## src/rtl/fetch_sequencer_pkg.sv

```systemverilog
// Shared definitions for the fetch sequencer: widths, opcode map
// and fetch FSM states, plus an opcode extraction helper.
package fetch_sequencer_pkg;

   localparam int PC_W       = 8;
   localparam int INSTR_W    = 9;
   localparam int OPCODE_MSB = 8;
   localparam int OPCODE_LSB = 4;

   typedef enum logic [4:0] {
      kADD = 5'b00000,
      kSUB = 5'b00001,
      kAND = 5'b00010,
      kOR  = 5'b00011,
      kXOR = 5'b00100,
      kLDI = 5'b00101,
      kLD  = 5'b00110,
      kST  = 5'b00111,
      kBRH = 5'b01000,
      kHLT = 5'b11111
   } op_mne;

   typedef enum logic {
      IDLE = 1'b0,
      RUN  = 1'b1
   } fetch_state_t;

   function automatic logic [4:0] opcode_of(
      input logic [INSTR_W-1:0] word
   );
      return word[OPCODE_MSB:OPCODE_LSB];
   endfunction

endpackage

```

## src/rtl/fetch_sequencer_pc_reg.sv

```systemverilog
// Fetch program counter: load has priority over increment, else hold.
// Ports: CLK, RESET_N, load_en, load_val, inc_en in; pc out.
module pc_reg
   import fetch_sequencer_pkg::*;
(
   input  logic            CLK,
   input  logic            RESET_N,
   input  logic            load_en,
   input  logic [PC_W-1:0] load_val,
   input  logic            inc_en,
   output logic [PC_W-1:0] pc
);

   always_ff @(posedge CLK or negedge RESET_N) begin
      if (!RESET_N) begin
         pc <= '0;
      end else if (load_en) begin
         pc <= load_val;
      end else if (inc_en) begin
         pc <= pc + PC_W'(1);
      end
   end

endmodule

```

## src/rtl/fetch_sequencer.sv

```systemverilog
// PC / instruction register stage feeding decode from a sync ROM.
// Ports: CLK, RESET_N, START, STARTADDRESS, IMEM_DATA, BRANCH_TAKEN,
// BRANCH_TARGET, STALL in; IMEM_ADDR, IMEM_EN, INSTR_OUT,
// INSTR_VALID, PC_OUT, BUSY, DONE out.
module fetch_sequencer
   import fetch_sequencer_pkg::*;
(
   input  logic               CLK,
   input  logic               RESET_N,
   input  logic               START,
   input  logic [PC_W-1:0]    STARTADDRESS,
   output logic [PC_W-1:0]    IMEM_ADDR,
   output logic               IMEM_EN,
   input  logic [INSTR_W-1:0] IMEM_DATA,
   input  logic               BRANCH_TAKEN,
   input  logic [PC_W-1:0]    BRANCH_TARGET,
   input  logic               STALL,
   output logic [INSTR_W-1:0] INSTR_OUT,
   output logic               INSTR_VALID,
   output logic [PC_W-1:0]    PC_OUT,
   output logic               BUSY,
   output logic               DONE
);

   fetch_state_t    state;
   logic            pend;
   logic [PC_W-1:0] pend_pc;
   logic [PC_W-1:0] fetch_pc;
   logic            run;
   logic            go;
   logic            halt;
   logic            load_en;
   logic            inc_en;
   logic [PC_W-1:0] load_val;

   assign run  = (state == RUN);
   assign go   = run && !STALL;
   // pend marks that IMEM_DATA holds the word fetched last edge
   assign halt = pend && (opcode_of(IMEM_DATA) == kHLT);

   assign load_en  = (!run && START) || (go && BRANCH_TAKEN);
   assign load_val = run ? BRANCH_TARGET : STARTADDRESS;
   assign inc_en   = go && !BRANCH_TAKEN && !halt;

   pc_reg u_pc_reg (
      .CLK      (CLK),
      .RESET_N  (RESET_N),
      .load_en  (load_en),
      .load_val (load_val),
      .inc_en   (inc_en),
      .pc       (fetch_pc)
   );

   assign IMEM_ADDR = fetch_pc;
   assign IMEM_EN   = go;
   assign BUSY      = run;

   always_ff @(posedge CLK or negedge RESET_N) begin
      if (!RESET_N) begin
         state       <= IDLE;
         pend        <= 1'b0;
         pend_pc     <= '0;
         INSTR_OUT   <= '0;
         INSTR_VALID <= 1'b0;
         PC_OUT      <= '0;
         DONE        <= 1'b0;
      end else begin
         DONE <= 1'b0;
         if (!run) begin
            if (START) begin
               state       <= RUN;
               pend        <= 1'b0;
               INSTR_VALID <= 1'b0;
            end
         end else if (!STALL) begin
            // branch beats halt: a halt word behind a branch is squashed
            priority case (1'b1)
               BRANCH_TAKEN: begin
                  pend        <= 1'b0;
                  INSTR_VALID <= 1'b0;
               end
               halt: begin
                  pend        <= 1'b0;
                  INSTR_VALID <= 1'b0;
                  state       <= IDLE;
                  DONE        <= 1'b1;
               end
               default: begin
                  pend        <= 1'b1;
                  pend_pc     <= fetch_pc;
                  INSTR_VALID <= pend;
                  if (pend) begin
                     INSTR_OUT <= IMEM_DATA;
                     PC_OUT    <= pend_pc;
                  end
               end
            endcase
         end
      end
   end

endmodule

```

## config.mk

```make
export PLATFORM = sky130hd
export DESIGN_NAME = fetch_sequencer
export DESIGN_NICKNAME = d
export VERILOG_FILES = /design/src/rtl/fetch_sequencer_pkg.sv /design/src/rtl/fetch_sequencer_pc_reg.sv /design/src/rtl/fetch_sequencer.sv
export SDC_FILE = /design/constraint.sdc
export NUM_CORES = 1
export LEC_CHECK = 0
export ABC_AREA = 0
export BUFFER_PORTS_ARGS = -buffer_cell sky130_fd_sc_hd__buf_2
export CORE_MARGIN = 2
export CORE_UTILIZATION = 44
export CTS_CLUSTER_SIZE = 12
export DETAILED_ROUTE_END_ITERATION = 8
export PLACE_DENSITY = 0.7
export RECOVER_POWER = 100
export SLEW_MARGIN = 20
export SYNTH_ARGS = -nofsm -noshare
export SYNTH_HDL_FRONTEND = slang
export SYNTH_SLANG_ARGS = --single-unit
export TNS_END_PERCENT = 10
```

## constraint.sdc

```tcl
create_clock -name CLK -period 1.4 [get_ports CLK]
set_input_delay 0.28 -clock CLK [delete_from_list [all_inputs] [get_ports CLK]]
set_output_delay 0.28 -clock CLK [all_outputs]
set_load 0.02 [all_outputs]
```

==> flow_summary.toml, run 1 <==
[floorplanning]
die_width_um = 66.6
fp-row-count = 22
core_area_mm2 = 0.00372
ios = 59
dieArea_mm2 = 0.00444
start_util = 0.464
die_h_um = 66.6

[synthesis]
synth.most_common_cell = "dfrtp_1"
yosysWarnings = 0
syn_area_mm2 = 0.00173
synth_commonest_cells = "dfrtp_1, mux2_2, a211oi_1, nand2_1"
synthCells = 138
synth.net_count = 169
synth.top_cell.area_share = 0.537
synth_area_leaders = "dfrtp_1, mux2_2, mux2_1"
async_reset_ff_frac = 1.00
ys_types = 36
post_synth.cell_area_avg_um2 = 12.5
synth_seq_cells = 37
seq_area_frac_synth = 0.537
synth-edff-count = 0
synthFlopType = "dfrtp_1"
netlist.top_cell.by_area = "dfrtp_1"

[clocking]
clockBufferDepth = 2
cts_sinks = 37
cts-htree-levels = 2
cts_inserted_buffers = 5
path_clk_slew_ps = 70
root_buffer = "clkbuf_8"
clock_latency_ps = 290
cts_tree = "done"

[setup_path]
reg2reg_from = "BUSY$_DFF_PN0_"
crit_path_max_fanout = 5
critPathRequiredTime_ps = 1120
endpoint_kind = "primary output"
critPathLaunchType = "register"
ff2ff_setup_slack_ps = -60
rr_endpoint = "PC_OUT[0]$_DFFE_PN0P_"
reg2reg_depth = 5
critical_path_class = "reg -> out"
cp.arrival_ps = 1210

[final_layout]
top_register = "INSTR_OUT"
final_net_count = 260
utilization = 0.669
layoutNonFillerInstCount = 278
largest_reg_flops = 9
antenna_cells = 0
syn2layout_area_growth_pct = 44.2
design_area_mm2 = 0.00249
drive_gt1_frac = 0.470

[status]
outcome = "complete, but fails checks"
violations = "setup timing"

[timing]
worstMarginPinSlew_ps = 536
hold_viol_final = 0
finClkSkew_ps = 2.84
fmax_ghz = 0.672
setup_ws_ps = -87.9
slew_headroom = 0.643
fin_crit_sh = 1.06
drv_slew = 0
min_period_ps = 1490
setup_violations = 18
grt_setup_unrepaired = "yes"

[grt]
grt_pass1_vias = 1374
grt_pass1_wl_um = 6250
grt_overflow_total = 0
antenna_found_initial = 0
grt_max_degree = 22
grt_use_total = 0.196

[placed_design]
gp_congestion = 0.804
dp_hpwl_um = 2930
io_buffers = 58
place_ws_ps = -193
dp.cells = 264
placed_area_mm2 = 0.00225

[hold_path]
min_path_cells = 2
worstHoldStart = "IMEM_DATA[3]"
hold_path_end = "INSTR_OUT[3]$_DFFE_PN0P_"
worstHoldPathType = "in -> reg"

[power]
p_leak_uw = 0.00112
p_total_uw = 3980
ir_drop_mv = 0.860
p_per_area_mw_per_mm2 = 1600

[route]
num_vias = 1434
ant_nets = 0
drt_iter0_markers = 41
finalWirelength_um = 4030
wl_per_cell_um = 14.5
viasPerCell = 5.16
first_pass_iters = 4
drc_errors = 0

[run]
maxCapViolCount = 0
-- timing repair --
action	CTS	global route
hold buffers	1	0
gates cloned	1	0
hold endpoints to repair	19	0
setup buffers	6	0
gates resized for setup	11	19
pin swaps	2	5
endpoints found under the setup margin	22	34
-- layout by cell type (no fill, tap or decap), types with 2 or more instances in the layout --
master / synthesis / final
nor2_1: 3 / 3
o22a_1: 2 / 2
buf_6: 1 / 5
mux2_1: 7 / 3
nand4_1: 2 / 2
buf_2: 5 / 30
clkbuf_1: 0 / 23
a211oi_1: 9 / 4
o211ai_1: 2 / 2
xor2_1: 3 / 3
a211oi_2: 0 / 5
nor2b_1: 7 / 7
mux2_2: 15 / 9
nand2_1: 8 / 6
a311oi_1: 2 / 2
and3_1: 2 / 2
mux2i_1: 3 / 3
bufinv_16: 0 / 2
a21oi_1: 6 / 6
clkbuf_2: 0 / 8
clkbuf_8: 0 / 5
a21o_1: 2 / 2
buf_4: 0 / 22
nand2_2: 1 / 3
dfrtp_1: 37 / 36
xnor2_1: 2 / 2
mux2_4: 0 / 10
and2_1: 3 / 2
-- cells by family (layout without fill, tap and decap cells) --
kind of cell,count (synthesis),after routing,share of synthesized area
flops,37,37,0.537
simple gates,35,35,0.125
compound gates,28,28,0.121
mux,25,25,0.161
buf+inv,7,99,0.0232
xor+xnor,5,5,0.0254
fa+ha+maj,1,1,0.00725
-- stage by stage --
step,TNS [ps],hold slack [ps]
4_1_cts,-1480,191
5_1_grt,-2050,197
3_3_place_gp,-2170,257
2_1_floorplan,-3200,-15.6
6_report,-690,201
3_5_place_dp,-2940,266
-- routing by layer --
| layer | wire, um | track usage |
|---|---|---|
| met5 | 0 | 0 |
| met4 | 94 | 0.107 |
| met3 | 282 | 0.0608 |
| met2 | 1870 | 0.311 |
| met1 | 1780 | 0.237 |
-- where the power goes --
group,switching (uW),internal (uW),total (uW)
clock,367,707,1070
sequential,218,1400,1620
combinational,711,575,1290
total,1300,2680,3980
-- critical path, cell delays in order, from the launching register on --
cell and delay [ps]:
dfrtp_2 410, buf_6 130, buf_6 110, nor2b_1 120
buf_4 150
-- worst max-delay path by stage --
stage,start,to,slack [ps],cells after the start
after floorplan,BUSY$_DFF_PN0_,INSTR_OUT[0]$_DFFE_PN0P_,-240,5
after global placement,STALL,PC_OUT[3]$_DFFE_PN0P_,-140,6
after detailed placement,STALL,INSTR_OUT[5]$_DFFE_PN0P_,-190,6
after CTS,BUSY$_DFF_PN0_,IMEM_EN,-100,4
after global routing,BUSY$_DFF_PN0_,IMEM_EN,-120,4
final,BUSY$_DFF_PN0_,IMEM_EN,-90,4
-- area by class of cell --
cell class              count  area (um2)
fillers                   307        1230
flip-flops and latches     37         927
multi-input cells          94         847
repair buffers             90         515
clock buffers               5        68.8
clock inverters             3        65.1
well taps                  48        60.1
inverters                   1        3.75
Power figures use the tool's default switching activity.
==> run 2, diff against run 1 <==
--- a/config.mk
+++ b/config.mk
@@ -13,8 +13,10 @@
 export DETAILED_ROUTE_END_ITERATION = 8
 export PLACE_DENSITY = 0.7
 export RECOVER_POWER = 100
+export REMOVE_ABC_BUFFERS = 1
 export SLEW_MARGIN = 20
 export SYNTH_ARGS = -nofsm -noshare
 export SYNTH_HDL_FRONTEND = slang
+export SYNTH_HIERARCHICAL = 1
 export SYNTH_SLANG_ARGS = --single-unit
 export TNS_END_PERCENT = 10
==> run 2 against run 1 <==
Net effect:
- the flow still finishes with violations (setup timing)
- clock-buffer cell count stayed put
- via count is 4.0% lower
- sequential power is 4% lower
- routed wire length is 6.3% lower
- register-to-register slack worse by 230 ps
- utilization is 3.9 points lower
- combinational power is 19% lower
- sequential cell count stayed put
- clock skew hardly changed
- synthesized cell count is 2.2% lower
- synthesized area is 1.5% lower
- first-iteration DRC count is 68% higher
- highest routed layer unchanged
==> flow_summary.toml, run 2 <==
[route]
drt_iter0_markers = 69
first_pass_iters = 4
num_vias = 1377
wl_per_cell_um = 14.1
drc_errors = 0
viasPerCell = 5.16
ant_nets = 0
finalWirelength_um = 3780

[hold_path]
worstHoldPathType = "in -> reg"
min_path_cells = 2
hold_path_end = "INSTR_OUT[3]$_DFFE_PN0P_"
worstHoldStart = "IMEM_DATA[3]"

[setup_path]
critPathBufInv = 0
cp.arrival_ps = 1920
critPathRequiredTime_ps = 1630
rr_endpoint = "u_pc_reg/pc[7]$_DFFE_PN0P_"
reg2reg_from = "BUSY$_DFF_PN0_"
endpoint_kind = "register"
crit_path_max_fanout = 4
cp_top_family = "simple AND/OR/NAND/NOR gates"
cpMaxStageDelayCell = "or3b_4"
reg2reg_depth = 5
critical_path_class = "reg -> reg"
critPathLaunchType = "register"
critPathMaxStageDelay_ps = 410
ff2ff_setup_slack_ps = -290
crit_chain = "or3b_4 -> a31oi_4 -> nand4_4 -> or4_1 -> nand3_1"

[timing]
setup_ws_ps = -287
finClkSkew_ps = 2.40
drv_slew = 0
min_period_ps = 1690
setup_violations = 29
hold_viol_final = 0
grt_setup_unrepaired = "yes"
slew_headroom = 0.720
worstMarginPinSlew_ps = 420
fin_crit_sh = 1.20
fmax_ghz = 0.593

[grt]
grt_max_degree = 22
grt_pass1_vias = 1359
grt_overflow_total = 0
grt_use_total = 0.192
antenna_found_initial = 0
grt_pass1_wl_um = 6220

[synthesis]
synth.most_common_cell = "dfrtp_1"
seq_area_frac_synth = 0.545
async_reset_ff_frac = 1.00
synth_top_family_by_area = "multiplexers"
synth_area_leaders = "dfrtp_1, mux2_2, o22a_1"
synth_seq_cells = 37
ys_types = 28
yosys.area_share.adder = 0.00736
synth-edff-count = 0
netlist.top_cell.by_area = "dfrtp_1"
synthFlopType = "dfrtp_1"
synth.top_cell.area_share = 0.545
synth-simple-area-share = 0.122
post_synth.cell_area_avg_um2 = 12.6
synth-xor-area-share = 0.0206
yosysWarnings = 6
synth_mux_area_frac = 0.191
synthCells = 135
syn_area_mm2 = 0.00170
synth_compound_area_frac = 0.0972
synth_commonest_cells = "dfrtp_1, mux2_2, nand2_1, o21ai_0, o22a_1"

[placed_design]
place_ws_ps = -417
io_buffers = 58
dp_hpwl_um = 2810
placed_area_mm2 = 0.00221
gp_congestion = 0.798
dp.cells = 257

[final_layout]
final_net_count = 249
antenna_cells = 0
design_area_mm2 = 0.00232
top_register = "INSTR_OUT"
layout_common_cells = "dfrtp_1, buf_2, mux2_2, clkbuf_1, buf_4"
final_common_cell = "dfrtp_1"
syn2layout_area_growth_pct = 36.7
largest_reg_flops = 9
drive_gt1_frac = 0.447
layoutNonFillerInstCount = 267
fill_cells = 310
utilization = 0.630

[clocking]
cts-htree-levels = 2
cts_tree = "done"
clock_latency_ps = 290
root_buffer = "clkbuf_8"
clockBufferDepth = 2
cts_inserted_buffers = 5
cts_sinks = 37
path_clk_slew_ps = 70

[status]
violations = "setup timing"
outcome = "complete, but fails checks"

[floorplanning]
dieArea_mm2 = 0.00437
die_width_um = 66.1
ios = 59
die_h_um = 66.1
start_util = 0.461
fp-row-count = 22
core_area_mm2 = 0.00369

[run]
maxCapViolCount = 0

[power]
ir_drop_mv = 0.781
p_leak_uw = 0.00107
p_per_area_mw_per_mm2 = 1590
p_total_uw = 3700
run 2: cells by family (layout without fill, tap and decap cells):
family	Yosys count	after routing
XOR/XNOR	4	4
AND/OR/NAND/NOR	35	35
AO/OA/AOI/OAI	23	23
adder cells (fa/ha/maj)	1	1
flip-flops	37	37
multiplexers	29	29
buffers and inverters	6	90
run 2: repair_timing:
item	in CTS	in global routing
gates resized for setup	3	0
hold buffers	1	0
cloned	0	0
endpoints found under the hold margin	16	0
buffers inserted	1	0
pin swaps	7	0
setup endpoints to repair	29	29
run 2: how the worst max path moves through the flow:
stage,from,endpoint,slack (ps),cells past startpoint
2_1_floorplan,BUSY$_DFF_PN0_,u_pc_reg/pc[7]$_DFFE_PN0P_,-850,5
3_3_place_gp,STALL,u_pc_reg/pc[7]$_DFFE_PN0P_,-390,6
3_5_place_dp,STALL,u_pc_reg/pc[5]$_DFFE_PN0P_,-420,6
4_1_cts,BUSY$_DFF_PN0_,pend_pc[1]$_DFFE_PN0P_,-250,4
5_1_grt,BUSY$_DFF_PN0_,u_pc_reg/pc[7]$_DFFE_PN0P_,-330,5
6_report,BUSY$_DFF_PN0_,u_pc_reg/pc[7]$_DFFE_PN0P_,-290,5
run 2: layer usage:
metal	vias to the layer above	wire length (um)	global-route usage
met5	-	0	0
met1	671	1690	0.238
met4	0	64	0.0791
li1	661	-	-
met3	6	209	0.0630
met2	39	1810	0.306
run 2: power breakdown:
group	leakage (uW)	internal, uW	switching (uW)	total (uW)
Sequential	0.000448	1370	196	1560
Combinational	0.000556	444	601	1050
Clock	0.0000681	708	385	1090
run 2: through the flow:
stage               TNS, ps  hold WS (ps)
finish                -6740           202
global route          -8020           198
CTS                   -6190           193
detailed placement    -8050           233
global placement      -7470           219
floorplan            -19680         -15.6
run 2: cell type report:
cell class	instances	area (um2)	share of cell area
Clock buffer	5	68.8	0.0296
Clock inverter	3	65.1	0.0280
Multi-Input combinational cell	92	752	0.324
Sequential cell	37	926	0.398
Tap cell	48	60.1	0.0258
Timing Repair Buffer	82	452	0.194
==> run 3, diff against run 2 <==
==> constraint.sdc (replaced) <==
create_clock -name CLK -period 1.55 [get_ports CLK]
set_input_delay 0.31 -clock CLK [delete_from_list [all_inputs] [get_ports CLK]]
set_output_delay 0.31 -clock CLK [all_outputs]
set_load 0.02 [all_outputs]
==> run 3 against run 2 <==
Net effect:
- the flow still finishes with violations (setup timing)
- combinational power down 11%
- clock skew rose by 1.7 ps
- sequential share of layout area grew 0.086 points
- largest cell class unchanged
- critical endpoint is now IMEM_EN
- critical path depth down 1
- total power down 9.7%
- final cell count is 0.37% lower
- worst hold slack better by 11 ps
- non-clock buffer count fell by 1
==> flow_summary.toml, run 3 (same netlist as run 2, synthesis figures left out) <==
[hold_path]
worstHoldPathType = "in -> async"

[floorplanning]
core_area_mm2 = 0.00369
fp-row-count = 22
ios = 59
start_util = 0.461
dieArea_mm2 = 0.00437
die_width_um = 66.1
die_h_um = 66.1

[timing]
fmax_ghz = 0.586
hold_viol_final = 0
drv_slew = 0
finClkSkew_ps = 4.06
fin_setup_tns_ps = -2130
slew_headroom = 0.404
min_period_ps = 1710
fin_crit_sh = 1.10
worstMarginPinSlew_ps = 894
setup_ws_ps = -157
setup_violations = 28
grt_setup_unrepaired = "yes"

[grt]
grt_overflow_total = 0
antenna_found_initial = 0
grt_pass1_vias = 1365
grt_max_degree = 38
grt_use_total = 0.193
grt_pass1_wl_um = 6200

[clocking]
cts_hold_buffers = 0
cts_sinks = 37
cts_inserted_buffers = 5
cts-htree-levels = 2
path_clk_slew_ps = 80
root_buffer = "clkbuf_8"
cts_tree = "done"
clockBufferDepth = 2
clock_latency_ps = 290

[route]
wl_per_cell_um = 14.6
num_vias = 1406
finalWirelength_um = 3880
ant_nets = 0
drt_iter0_markers = 65
drc_errors = 0
viasPerCell = 5.29
first_pass_iters = 4

[placed_design]
dp_hpwl_um = 2830
place_ws_ps = -323
placed_area_mm2 = 0.00219
io_buffers = 58
gp_congestion = 0.799

[setup_path]
endpoint_kind = "primary output"
cp.arrival_ps = 1400
critPathRequiredTime_ps = 1240
critical_path_class = "reg -> out"
critPathLaunchType = "register"
crit_path_max_fanout = 13

[power]
p_per_area_mw_per_mm2 = 1440
p_leak_uw = 0.00106
p_total_uw = 3340
ir_drop_mv = 0.780

[final_layout]
top_register = "INSTR_OUT"
syn2layout_area_growth_pct = 36.5
largest_reg_flops = 9
final_common_cell = "dfrtp_1"
design_area_mm2 = 0.00232
antenna_cells = 0
final_net_count = 248
layout_common_cells = "dfrtp_1, buf_2, mux2_2, clkbuf_1, buf_4"
drive_gt1_frac = 0.445
utilization = 0.629
fill_cells = 303

[status]
outcome = "complete, but fails checks"
violations = "setup timing"

[run]
maxCapViolCount = 0
run 3: cell count changes in the layout (fill, tap and decap cells not counted), sizes merged:
| cell | change |
|---|---|
| clkbuf | -1 |
| dlygate4sd3 | -1 |
| buf | +1 |
run 3: worst paths after layout:
| check | startpoint | endpoint | slack (ps) | cells past startpoint |
|---|---|---|---|---|
| min reg2reg | INSTR_VALID$_DFFE_PN0P_ | INSTR_VALID$_DFFE_PN0P_ | 490 | 1 |
| min in group CLK | IMEM_DATA[3] | INSTR_OUT[3]$_DFFE_PN0P_ | 240 | 2 |
| max | BUSY$_DFF_PN0_ | IMEM_EN | -160 | 4 |
| max in group asynchronous | RESET_N | PC_OUT[1]$_DFFE_PN0P_ | 780 | 2 |
| max reg2reg | BUSY$_DFF_PN0_ | u_pc_reg/pc[7]$_DFFE_PN0P_ | -150 | 5 |
| min | RESET_N | INSTR_VALID$_DFFE_PN0P_ | 210 | 2 |
run 3: routing by layer:
metal / track usage / up-vias / wire [um]
li1: - / 656 / -
met5: 0 / - / 0
met3: 0.0426 / 7 / 194
met1: 0.233 / 703 / 1680
met4: 0.0867 / 0 / 53
met2: 0.326 / 40 / 1960
run 3: through the flow:
step,hold WS [ps],std cells
4_1_cts,65.0,265
2_1_floorplan,14.4,129
3_5_place_dp,383,256
3_3_place_gp,369,256
5_1_grt,235,266
6_report,213,266
run 3: layout make-up:
class	instances	area, um2	area share
Clock buffer	5	68.8	0.0297
Timing Repair Buffer	81	439	0.189
Multi-Input combinational cell	92	759	0.328
Sequential cell	37	926	0.399
Clock inverter	3	65.1	0.0281
Tap cell	48	60.1	0.0259
run 3: worst max-delay path: stages (launching register included):
cell and delay (ps):
dfrtp_1 350, buf_4 220, nor2b_1 220, clkbuf_4 170, buf_2 150
run 3: where the power goes:
group / internal, uW / leakage [uW] / switching, uW / total, uW
Combinational: 392 / 0.000549 / 540 / 931
Clock: 639 / 0.0000681 / 355 / 995
Sequential: 1230 / 0.000448 / 182 / 1420
Total: 2260 / 0.00106 / 1080 / 3340
run 3: what timing repair did:
item                                    CTS  global route
pin swaps                                 7             1
setup buffers                             1             1
endpoints found under the setup margin   27            29
resized for setup                         2             1
